`config.mk`:
```
export PLATFORM = sky130hd
export DESIGN_NAME = mest_pro_exec_seq
export DESIGN_NICKNAME = d
export VERILOG_FILES = /design/src/rtl/mest_pro_pkg.sv /design/src/rtl/mest_pro_exec_iter.sv /design/src/rtl/mest_pro_exec_seq.sv
export SDC_FILE = /design/constraint.sdc
export NUM_CORES = 1
export LEC_CHECK = 0
export ABC_AREA = 1
export BUFFER_PORTS_ARGS = -buffer_cell sky130_fd_sc_hd__buf_2
export CAP_MARGIN = 20
export CORE_ASPECT_RATIO = 1.4
export CORE_UTILIZATION = 50
export DETAILED_ROUTE_END_ITERATION = 10
export PLACE_DENSITY = 0.7
export SLEW_MARGIN = 20
export SYNTH_ARGS = -nofsm -noshare
export SYNTH_HDL_FRONTEND = slang
export SYNTH_SLANG_ARGS = --single-unit
```
`constraint.sdc`:
```
create_clock -name clk -period 4.7 [get_ports clk]
set_input_delay 0.705 -clock clk [delete_from_list [all_inputs] [get_ports clk]]
set_output_delay 0.705 -clock clk [all_outputs]
set_load 0.01 [all_outputs]
```
`src/rtl/mest_pro_pkg.sv`:
```
// Shared types for the MEST Pro execute unit.
// MEST_PRO_EXEC_DIV_EN adds the DIV FSM state.
package mest_pro_pkg;

  localparam int unsigned OP_W = 4;

  typedef enum logic [OP_W-1:0] {
    OpAdd = 4'd0,
    OpSub = 4'd1,
    OpMul = 4'd2,
    OpAnd = 4'd3,
    OpOr  = 4'd4,
    OpShr = 4'd5,
    OpShl = 4'd6,
    OpNot = 4'd7,
    OpJmp = 4'd8,
    OpRet = 4'd9,
    OpDiv = 4'd10,
    OpXor = 4'd11,
    OpAdc = 4'd12,
    OpSbb = 4'd13,
    OpCmp = 4'd14,
    OpEnd = 4'd15
  } op_e;

  typedef enum logic [1:0] {
    StIdle = 2'd0,
`ifdef MEST_PRO_EXEC_DIV_EN
    StDiv  = 2'd2,
`endif
    StMul  = 2'd1
  } state_e;

endpackage

```
`src/rtl/mest_pro_exec_iter.sv`:
```
// Iterative shift-add multiplier, one step per clock, DATA_W steps.
// MEST_PRO_EXEC_DIV_EN adds an unsigned restoring divider sharing the accumulator.
module mest_pro_exec_iter #(
  parameter int unsigned DATA_W = 8
) (
  input  logic              clk,
  input  logic              reset,
  input  logic              start,
`ifdef MEST_PRO_EXEC_DIV_EN
  input  logic              is_div,
`endif
  input  logic [DATA_W-1:0] op_a,
  input  logic [DATA_W-1:0] op_b,
  output logic              busy,
  output logic              done,
  output logic [DATA_W-1:0] hi,
  output logic [DATA_W-1:0] lo
);

  localparam int unsigned CntW = $clog2(DATA_W + 1);

  logic              busy_q;
  logic [CntW-1:0]   cnt_q;
  logic [DATA_W-1:0] acc_hi_q;
  logic [DATA_W-1:0] acc_lo_q;
  logic [DATA_W-1:0] opnd_q;
  logic [DATA_W:0]   mul_sum;
`ifdef MEST_PRO_EXEC_DIV_EN
  logic              div_q;
  logic [DATA_W:0]   div_shift;
  logic [DATA_W:0]   div_trial;
`endif

  // hi/lo are the accumulator after the current step, so the final step's
  // value can be captured by the parent on the same edge it is computed.
  always_comb begin
    mul_sum = {1'b0, acc_hi_q} + (acc_lo_q[0] ? {1'b0, opnd_q} : '0);
    hi      = mul_sum[DATA_W:1];
    lo      = {mul_sum[0], acc_lo_q[DATA_W-1:1]};
`ifdef MEST_PRO_EXEC_DIV_EN
    div_shift = {acc_hi_q, acc_lo_q[DATA_W-1]};
    div_trial = div_shift - {1'b0, opnd_q};
    // A zero divisor always subtracts, giving all-ones quotient and remainder=A.
    if (div_q) begin
      if (div_shift >= {1'b0, opnd_q}) begin
        hi = div_trial[DATA_W-1:0];
        lo = {acc_lo_q[DATA_W-2:0], 1'b1};
      end else begin
        hi = div_shift[DATA_W-1:0];
        lo = {acc_lo_q[DATA_W-2:0], 1'b0};
      end
    end
`endif
  end

  assign busy = busy_q;
  assign done = busy_q && (cnt_q == CntW'(1));

  always_ff @(posedge clk) begin
    if (reset) begin
      busy_q   <= 1'b0;
      cnt_q    <= '0;
      acc_hi_q <= '0;
      acc_lo_q <= '0;
      opnd_q   <= '0;
`ifdef MEST_PRO_EXEC_DIV_EN
      div_q    <= 1'b0;
`endif
    end else if (start && !busy_q) begin
      busy_q   <= 1'b1;
      cnt_q    <= CntW'(DATA_W);
      acc_hi_q <= '0;
      acc_lo_q <= op_b;
      opnd_q   <= op_a;
`ifdef MEST_PRO_EXEC_DIV_EN
      div_q    <= is_div;
      if (is_div) begin
        acc_lo_q <= op_a;
        opnd_q   <= op_b;
      end
`endif
    end else if (busy_q) begin
      acc_hi_q <= hi;
      acc_lo_q <= lo;
      cnt_q    <= cnt_q - CntW'(1);
      if (cnt_q == CntW'(1)) begin
        busy_q <= 1'b0;
      end
    end
  end

endmodule

```
`src/rtl/mest_pro_exec_seq.sv`:
```
// MEST Pro execute unit: single-cycle ALU plus iterative MUL (and DIV when
// MEST_PRO_EXEC_DIV_EN is defined), with busy/done handshake and held flags.
module mest_pro_exec_seq
  import mest_pro_pkg::*;
#(
  parameter int unsigned DATA_W   = 8,
  parameter int unsigned MUL_FAST = 0
) (
  input  logic              clk,
  input  logic              i_reset,
  input  logic              i_execute,
  input  logic [OP_W-1:0]   i_op_code,
  input  logic [DATA_W-1:0] i_operand1,
  input  logic [DATA_W-1:0] i_operand2,
  output logic              o_busy,
  output logic              o_exec_done,
  output logic [DATA_W-1:0] o_result,
  output logic [DATA_W-1:0] o_result_hi,
  output logic              o_carry,
  output logic              o_zero_flag,
  output logic              o_neg_flag,
  output logic              o_overflow,
  output logic              o_jump,
  output logic              o_return_pc,
  output logic              o_end_of_code
);

  localparam int unsigned Msb     = DATA_W - 1;
  localparam bit          MulIter = (MUL_FAST == 0);
`ifdef MEST_PRO_EXEC_DIV_EN
  localparam bit          DivEn   = 1'b1;
`else
  localparam bit          DivEn   = 1'b0;
`endif
  localparam bit          UseIter = MulIter || DivEn;

  state_e            state_q, state_d;
  logic [DATA_W-1:0] result_q, result_d, result_hi_q, result_hi_d;
  logic              carry_q, carry_d, zero_q, zero_d, neg_q, neg_d, ovf_q, ovf_d;
  logic              done_q, done_d, jump_q, jump_d, ret_q, ret_d, end_q, end_d;

  op_e                 op;
  logic [DATA_W-1:0]   a, b;
  logic                cin;
  logic [DATA_W:0]     sum, diff;
  logic [2*DATA_W-1:0] prod;
  logic [DATA_W-1:0]   alu_lo, alu_hi, flag_src;
  logic                alu_c, alu_v, alu_keep, alu_jump, alu_ret, alu_end;

  logic              iter_start, iter_busy, iter_done;
  logic [DATA_W-1:0] iter_hi, iter_lo;
`ifdef MEST_PRO_EXEC_DIV_EN
  logic              iter_div;
  logic              div_zero_q, div_zero_d;
`endif

  assign op   = op_e'(i_op_code);
  assign a    = i_operand1;
  assign b    = i_operand2;
  assign cin  = ((op == OpAdc) || (op == OpSbb)) ? carry_q : 1'b0;
  assign sum  = {1'b0, a} + {1'b0, b} + {{DATA_W{1'b0}}, cin};
  assign diff = {1'b0, a} - {1'b0, b} - {{DATA_W{1'b0}}, cin};
  assign prod = {{DATA_W{1'b0}}, a} * {{DATA_W{1'b0}}, b};

  always_comb begin
    alu_lo   = '0;
    alu_hi   = '0;
    alu_c    = 1'b0;
    alu_v    = 1'b0;
    alu_keep = 1'b0;
    alu_jump = 1'b0;
    alu_ret  = 1'b0;
    alu_end  = 1'b0;
    case (op)
      OpAdd, OpAdc: begin
        alu_lo = sum[DATA_W-1:0];
        alu_c  = sum[DATA_W];
        alu_v  = (a[Msb] == b[Msb]) && (sum[Msb] != a[Msb]);
      end
      OpSub, OpSbb, OpCmp: begin
        alu_lo   = diff[DATA_W-1:0];
        alu_c    = diff[DATA_W];
        alu_v    = (a[Msb] != b[Msb]) && (diff[Msb] != a[Msb]);
        alu_keep = (op == OpCmp);
      end
      OpMul: begin
        if (!MulIter) begin
          alu_lo = prod[DATA_W-1:0];
          alu_hi = prod[2*DATA_W-1:DATA_W];
          alu_c  = |alu_hi;
        end
      end
      OpAnd: alu_lo = a & b;
      OpOr:  alu_lo = a | b;
      OpXor: alu_lo = a ^ b;
      OpNot: alu_lo = ~a;
      OpShr: begin
        alu_lo = {1'b0, a[DATA_W-1:1]};
        alu_c  = a[0];
      end
      OpShl: begin
        alu_lo = {a[DATA_W-2:0], 1'b0};
        alu_c  = a[Msb];
      end
      OpJmp: alu_jump = 1'b1;
      OpRet: alu_ret  = 1'b1;
      OpEnd: alu_end  = 1'b1;
      default: ;
    endcase
    // CMP reports flags of A-B while the result registers hold.
    flag_src = alu_keep ? diff[DATA_W-1:0] : alu_lo;
  end

  always_comb begin
    state_d     = state_q;
    result_d    = result_q;
    result_hi_d = result_hi_q;
    carry_d     = carry_q;
    zero_d      = zero_q;
    neg_d       = neg_q;
    ovf_d       = ovf_q;
    done_d      = 1'b0;
    jump_d      = 1'b0;
    ret_d       = 1'b0;
    end_d       = 1'b0;
    iter_start  = 1'b0;
`ifdef MEST_PRO_EXEC_DIV_EN
    iter_div    = 1'b0;
    div_zero_d  = div_zero_q;
`endif
    unique case (state_q)
      StIdle: begin
        if (i_execute) begin
          if (MulIter && (op == OpMul)) begin
            iter_start = 1'b1;
            state_d    = StMul;
`ifdef MEST_PRO_EXEC_DIV_EN
          end else if (op == OpDiv) begin
            iter_start = 1'b1;
            iter_div   = 1'b1;
            div_zero_d = (b == '0);
            state_d    = StDiv;
`endif
          end else begin
            done_d = 1'b1;
            jump_d = alu_jump;
            ret_d  = alu_ret;
            end_d  = alu_end;
            if (!alu_keep) begin
              result_d    = alu_lo;
              result_hi_d = alu_hi;
            end
            carry_d = alu_c;
            zero_d  = (flag_src == '0);
            neg_d   = flag_src[Msb];
            ovf_d   = alu_v;
          end
        end
      end
      StMul: begin
        if (iter_done) begin
          state_d     = StIdle;
          done_d      = 1'b1;
          result_d    = iter_lo;
          result_hi_d = iter_hi;
          carry_d     = |iter_hi;
          zero_d      = (iter_lo == '0);
          neg_d       = iter_lo[Msb];
          ovf_d       = 1'b0;
        end else if (!iter_busy) begin
          state_d = StIdle;
        end
      end
`ifdef MEST_PRO_EXEC_DIV_EN
      StDiv: begin
        if (iter_done) begin
          state_d     = StIdle;
          done_d      = 1'b1;
          result_d    = iter_lo;
          result_hi_d = iter_hi;
          carry_d     = div_zero_q;
          zero_d      = (iter_lo == '0);
          neg_d       = iter_lo[Msb];
          ovf_d       = 1'b0;
        end else if (!iter_busy) begin
          state_d = StIdle;
        end
      end
`endif
      default: state_d = StIdle;
    endcase
  end

  always_ff @(posedge clk) begin
    if (i_reset) begin
      state_q     <= StIdle;
      result_q    <= '0;
      result_hi_q <= '0;
      carry_q     <= 1'b0;
      zero_q      <= 1'b0;
      neg_q       <= 1'b0;
      ovf_q       <= 1'b0;
      done_q      <= 1'b0;
      jump_q      <= 1'b0;
      ret_q       <= 1'b0;
      end_q       <= 1'b0;
`ifdef MEST_PRO_EXEC_DIV_EN
      div_zero_q  <= 1'b0;
`endif
    end else begin
      state_q     <= state_d;
      result_q    <= result_d;
      result_hi_q <= result_hi_d;
      carry_q     <= carry_d;
      zero_q      <= zero_d;
      neg_q       <= neg_d;
      ovf_q       <= ovf_d;
      done_q      <= done_d;
      jump_q      <= jump_d;
      ret_q       <= ret_d;
      end_q       <= end_d;
`ifdef MEST_PRO_EXEC_DIV_EN
      div_zero_q  <= div_zero_d;
`endif
    end
  end

  if (UseIter) begin : g_iter
    mest_pro_exec_iter #(
      .DATA_W(DATA_W)
    ) u_iter (
      .clk   (clk),
      .reset (i_reset),
      .start (iter_start),
`ifdef MEST_PRO_EXEC_DIV_EN
      .is_div(iter_div),
`endif
      .op_a  (i_operand1),
      .op_b  (i_operand2),
      .busy  (iter_busy),
      .done  (iter_done),
      .hi    (iter_hi),
      .lo    (iter_lo)
    );
  end else begin : g_no_iter
    assign iter_busy = 1'b0;
    assign iter_done = 1'b0;
    assign iter_hi   = '0;
    assign iter_lo   = '0;
  end

  assign o_busy        = (state_q != StIdle);
  assign o_exec_done   = done_q;
  assign o_result      = result_q;
  assign o_result_hi   = result_hi_q;
  assign o_carry       = carry_q;
  assign o_zero_flag   = zero_q;
  assign o_neg_flag    = neg_q;
  assign o_overflow    = ovf_q;
  assign o_jump        = jump_q;
  assign o_return_pc   = ret_q;
  assign o_end_of_code = end_q;

endmodule

```
==> flow_summary.json, run 1 <==
{
  "status": "complete, no violations",
  "ys_dominant_reg_cell": "dfxtp_1",
  "seq_power_share": 0.425,
  "synth.area.top_cells": "dfxtp_1 (26%), nand2_1 (15%), ha_1 (12%)",
  "peakVddDrop_mv": 0.197,
  "grt_overflow": 0,
  "report.final.slew_viol_count": 0,
  "io-pin-count": 48,
  "fmax_mhz": 327,
  "antenna_found_initial": 0,
  "cts_hold_buf": 0,
  "synth-seq-area-share": 0.259,
  "synth_cells": 650,
  "final_antenna_net_count": 0,
  "drt_wl_total_microns": 11800,
  "rsz0062_at_grt": "false",
  "ys_types": 34,
  "max_slew_margin": 0.516,
  "gp_congestion": 0.982,
  "path_class": "in2reg",
  "clkLatencyLatePin_ps": 290,
  "h-tree-depth": 2,
  "vias_per_cell": 5.39,
  "crit_path_end": "o_carry",
  "cts_buffers": 5,
  "grt_usage": 0.282,
  "dr.pass1.iters": 5,
  "final_core_util": 0.572,
  "synth_edf_count": 0,
  "rr_endpoint": "o_result[5]",
  "clockPowerShare": 0.336,
  "finalCritPeriodShare": 0.650,
  "final_nets": 760,
  "start_util": 0.514,
  "synth_common_cells": "nand2_1 (170), inv_1 (107), nor2_1 (58)",
  "cp.arrival_ps": 3300,
  "yosysMostFrequentCell": "nand2_1",
  "dpl.hpwl_microns": 9430,
  "synth_area_per_cell_sq_um": 6.41,
  "crit_path_max_fanout": 5,
  "fin_skew_ps": 5.24,
  "power.leakage_nw": 2.47,
  "dieHeight_microns": 110,
  "syn-cell-area_sq_um": 4170,
  "dr_total_vias": 4284,
  "setup_viol": 0,
  "grt_max_degree": 28,
  "p_int_uw": 776,
  "cts_resized": 0,
  "synth_area_leader_cell": "dfxtp_1",
  "combPwrFrac": 0.240,
  "ctsRootBufferMaster": "clkbuf_16",
  "synth_top_cell_area_share": 0.259,
  "grt_first_pass_wirelength_microns": 19000,
  "r2r_slack_ps": 1660,
  "area_delta_synth_final_pct": 11.1,
  "r2r-start": "g_iter.u_iter.busy",
  "fp.dieW_microns": 79.2,
  "worst_pin_slew_ps": 725,
  "post-cts-setup-buffers": 0,
  "p_sw_uw": 354,
  "drt_iter0_drc": 214,
  "min_period_ps": 3060,
  "drive_above_1_share": 0.101,
  "ys_seq_elements": 54,
  "route.detailed.drc": 0,
  "switching_share": 0.314,
  "die_area_sq_um": 8710,
  "nFillCells": 845,
  "worstPathRequired_ps": 4940,
  "end_kind": "register",
  "fin_setup_tns_ps": 0,
  "critPathLaunchType": "primary input",
  "row_count": 39,
  "power_per_cell_area_nw_per_um2": 244,
  "n_antenna_cell": 0,
  "synth_nets": 718,
  "setup.worst_path.start": "i_op_code[3]",
  "io_buffer_count": 47,
  "clk_path_buf_depth": 2,
  "post_drt_wl_per_cell_microns": 14.8,
  "cts_tree": "yes",
  "async_flop_share": 0,
  "yosysWarnings": 0,
  "hold_violations": 0,
  "reg2reg_depth": 10,
  "grt_pass1_vias": 4070,
  "min_path_type": "reg2reg",
  "drv_cap": 0,
  "core_sq_um": 8100,
  "path_clk_slew_ps": 70,
  "hold-path-cell-count": 2,
  "cts.sinks": 54
}
metal layers:
layer / part of all wire / GRT usage
met5: 0 / 0
met4: 0.047 / 0.157
met3: 0.037 / 0.0346
met2: 0.52 / 0.520
met1: 0.40 / 0.310
worst min path at each step:
stage | from | to | slack (ps)
floorplan | g_iter.u_iter.cnt_q[2] | g_iter.u_iter.cnt_q[2] | 440
global placement | o_result_hi[1] | o_result_hi[1] | 450
detailed placement | o_result_hi[3] | o_result_hi[3] | 450
CTS | o_result_hi[3] | o_result_hi[3] | 460
global route | o_result_hi[3] | o_result_hi[3] | 470
finish | o_result_hi[3] | o_result_hi[3] | 460
worst max-delay path, stage by stage:
cell	delay, ps
buf_2	120
nand2_1	110
nor3_1	470
inv_1	120
fa_1	430
fa_1	450
nand3_1	140
nand3_1	70
nand2_1	80
nand2_1	50
a21oi_1	160
nor2_1	50
o21ai_0	180
nand3_1	90
nand2_1	60
registers in the layout, indices dropped and copies added (netlist names):
register                count
o_exec_done                 1
o_neg_flag                  1
o_result_hi                 8
o_overflow                  1
o_result                    8
state_q                     1
o_jump                      1
o_carry                     1
g_iter.u_iter.busy          1
g_iter.u_iter.cnt_q         4
g_iter.u_iter.opnd_q        8
o_end_of_code               1
o_return_pc                 1
o_zero_flag                 1
g_iter.u_iter.acc_hi_q      8
g_iter.u_iter.acc_lo_q      8
logic make-up after synthesis:
group	count (synthesis)	synth area share
simple gates	304	0.310
buf+inv	124	0.114
compound gates	114	0.154
flops	54	0.259
fa+ha+maj	45	0.144
xor+xnor	9	0.0189
cell type report:
cell class	instances	area, sq um	share of cell area
clock buffers	6	139	0.0300
clock inverters	2	12.5	0.00270
inverters	111	417	0.0900
multi-input cells	472	2610	0.564
flip-flops and latches	54	1080	0.234
well taps	102	128	0.0276
repair buffers	48	243	0.0524
layout by cell type, fill, tap and decap left out, drive strengths merged:
master,netlist,routed
a21o,1,1
a21oi,51,51
a22oi,1,1
a31oi,3,3
buf,4,48
clkbuf,9,6
clkinv,0,1
clkinvlp,0,1
dfxtp,54,54
fa,5,5
ha,40,40
inv,111,111
nand2,171,171
nand3,44,44
nand3b,5,5
nand4,12,12
nor2,58,58
nor3,7,7
nor4,1,1
o211ai,7,7
o21a,1,1
o21ai,40,40
o221ai,5,5
o22ai,4,4
o31ai,1,1
or2,6,6
xnor2,3,3
xor2,6,6
power groups by stage:
stage               clock [mW]  combinational (mW)  sequential, mW
detailed placement           0               0.268           0.490
floorplan                    0               0.185           0.492
global route             0.403               0.308           0.481
global placement             0               0.264           0.490
finish                   0.379               0.271           0.480
CTS                      0.382               0.270           0.480
stage by stage:
step / power (mW) / setup slack, ps / hold slack (ps) / cell area (sq um) / std cells
CTS: 1.13 / 1660 / 459 / 4630 / 795
global placement: 0.754 / 1480 / 446 / 4480 / 787
finish: 1.13 / 1640 / 456 / 4630 / 795
floorplan: 0.676 / 1980 / 443 / 4170 / 650
global route: 1.19 / 1360 / 475 / 4630 / 795
detailed placement: 0.758 / 1380 / 448 / 4480 / 787
Note: power is estimated with default switching activity, not from simulation.
==> run 2: changes to the inputs <==
==> constraint.sdc (replaced) <==
create_clock -name clk -period 3.1 [get_ports clk]
set_input_delay 0.465 -clock clk [delete_from_list [all_inputs] [get_ports clk]]
set_output_delay 0.465 -clock clk [all_outputs]
set_load 0.01 [all_outputs]
==> run 2 against run 1 <==
Utilization up 0.40 points. Non-clock buffer count up 6. Die area unchanged. The flow now finishes with violations (design-rule violations).
==> flow_summary.json, run 2 (synthesized netlist as in run 1, its figures left out) <==
{
  "grt_max_degree": 22,
  "critPathLaunchType": "register",
  "io-pin-count": 48,
  "final_common_cell": "nand2_1",
  "die_area_sq_um": 8710,
  "dr_total_vias": 4334,
  "crit_family": "simple AND/OR/NAND/NOR gates",
  "stdcell_area_sq_um": 4660,
  "cp.arrival_ps": 2860,
  "layout_common_cells": "nand2_1 (170), inv_1 (107), nor2_1 (58)",
  "hold_violations": 0,
  "slowest_delay_ps": 450,
  "multi_input_area_sq_um": 2610,
  "fin_setup_tns_ps": 0,
  "nFillCells": 821,
  "cts_hold_buf": 0,
  "clkLatencyLatePin_ps": 300,
  "core_sq_um": 8100,
  "clk_path_buf_depth": 2,
  "path_common_cell": "nor2_1",
  "power_per_cell_area_nw_per_um2": 365,
  "h-tree-depth": 2,
  "report.final.slew_viol_count": 0,
  "seq_area_sq_um": 1080,
  "final_antenna_net_count": 0,
  "setup_viol": 0,
  "drv_cap": 0,
  "max_slew_margin": 0.533,
  "rsz0062_at_grt": "false",
  "row_count": 39,
  "grt_pass1_vias": 4157,
  "drt_iter0_drc": 234,
  "dpl.hpwl_microns": 9550,
  "cp_cell_sequence": "inv_1 -> nor3_1 -> buf_4 -> inv_1 -> fa_1 -> fa_1 -> nor2_1 -> nor2_1 -> nor3_1 -> nand3b_1 -> nand3_1 -> nor2_1 -> nand4_1 -> a21oi_1",
  "gp_congestion": 0.944,
  "cts_buffers": 5,
  "n_antenna_cell": 0,
  "finalCritPeriodShare": 0.845,
  "violations": "design-rule violations",
  "fin_skew_ps": 9.46,
  "cts.sinks": 54,
  "slowest_stage": "fa_1",
  "power.leakage_nw": 2.50,
  "post-cts-setup-buffers": 0,
  "worst_pin_slew_ps": 698,
  "worst-path-buf-inv": 3,
  "route.detailed.drc": 2,
  "cts_tree": "yes",
  "dieHeight_microns": 110,
  "fp.dieW_microns": 79.2,
  "dr.pass1.iters": 8,
  "start_util": 0.514,
  "worstPathRequired_ps": 3340,
  "grt_first_pass_wirelength_microns": 19800,
  "min_period_ps": 2620,
  "drive_above_1_share": 0.107,
  "grt_overflow": 0,
  "crit_path_max_fanout": 3,
  "min_path_type": "in2reg",
  "end_kind": "register",
  "vias_per_cell": 5.42,
  "antenna_found_initial": 0,
  "peakVddDrop_mv": 0.359,
  "path_class": "reg2reg",
  "area_delta_synth_final_pct": 11.9,
  "grt_usage": 0.293,
  "ctsRootBufferMaster": "clkbuf_16",
  "final_nets": 766,
  "status": "finished, violations left",
  "cts_resized": 0,
  "post_drt_wl_per_cell_microns": 14.8,
  "io_buffer_count": 47,
  "placed_cell_area_sq_um": 4520,
  "drt_wl_total_microns": 11900,
  "path_clk_slew_ps": 70,
  "fmax_mhz": 382
}
run 2: cell count changes in the layout (fill, tap and decap cells not counted), sizes merged:
cell	previous run	this run
buf	48	54
clkbuf	6	5
clkinvlp	1	0
inv	111	112
run 2: per-stage QoR:
step,total power [mW],hold slack (ps),instances,utilization,worst slack [ps]
2_1_floorplan,1.03,443,650,-,620
3_3_place_gp,1.14,445,793,0.558,330
6_report,1.70,410,800,0.576,479
5_1_grt,1.80,427,800,0.576,238
3_5_place_dp,1.15,448,793,0.558,267
4_1_cts,1.70,405,800,0.576,488
run 2: power breakdown:
group	internal (mW)	switching [mW]	leakage (nW)
combinational	0.143	0.274	1.99
sequential	0.715	0.0108	0.438
clock	0.297	0.264	0.0701
total	1.15	0.549	2.50
run 2: metal layers:
layer	GRT usage	routed length [microns]
met1	0.317	4720
met3	0.0337	452
met5	0	0
met4	0.151	530
met2	0.555	6170
run 2: final timing paths:
path	from	cells past startpoint	end	slack [ps]
hold reg to reg	o_result_hi[0]	2	o_result_hi[0]	460
setup reg to reg	o_carry	14	o_zero_flag	480
hold / removal	i_op_code[0]	2	o_jump	410
setup / recovery	o_carry	14	o_zero_flag	480
run 2: final cells by class:
class | instances | share of cell area
inverters | 111 | 0.0894
clock inverters | 2 | 0.00295
flip-flops and latches | 54 | 0.232
clock buffers | 5 | 0.0268
well taps | 102 | 0.0274
multi-input cells | 472 | 0.560
repair buffers | 54 | 0.0617
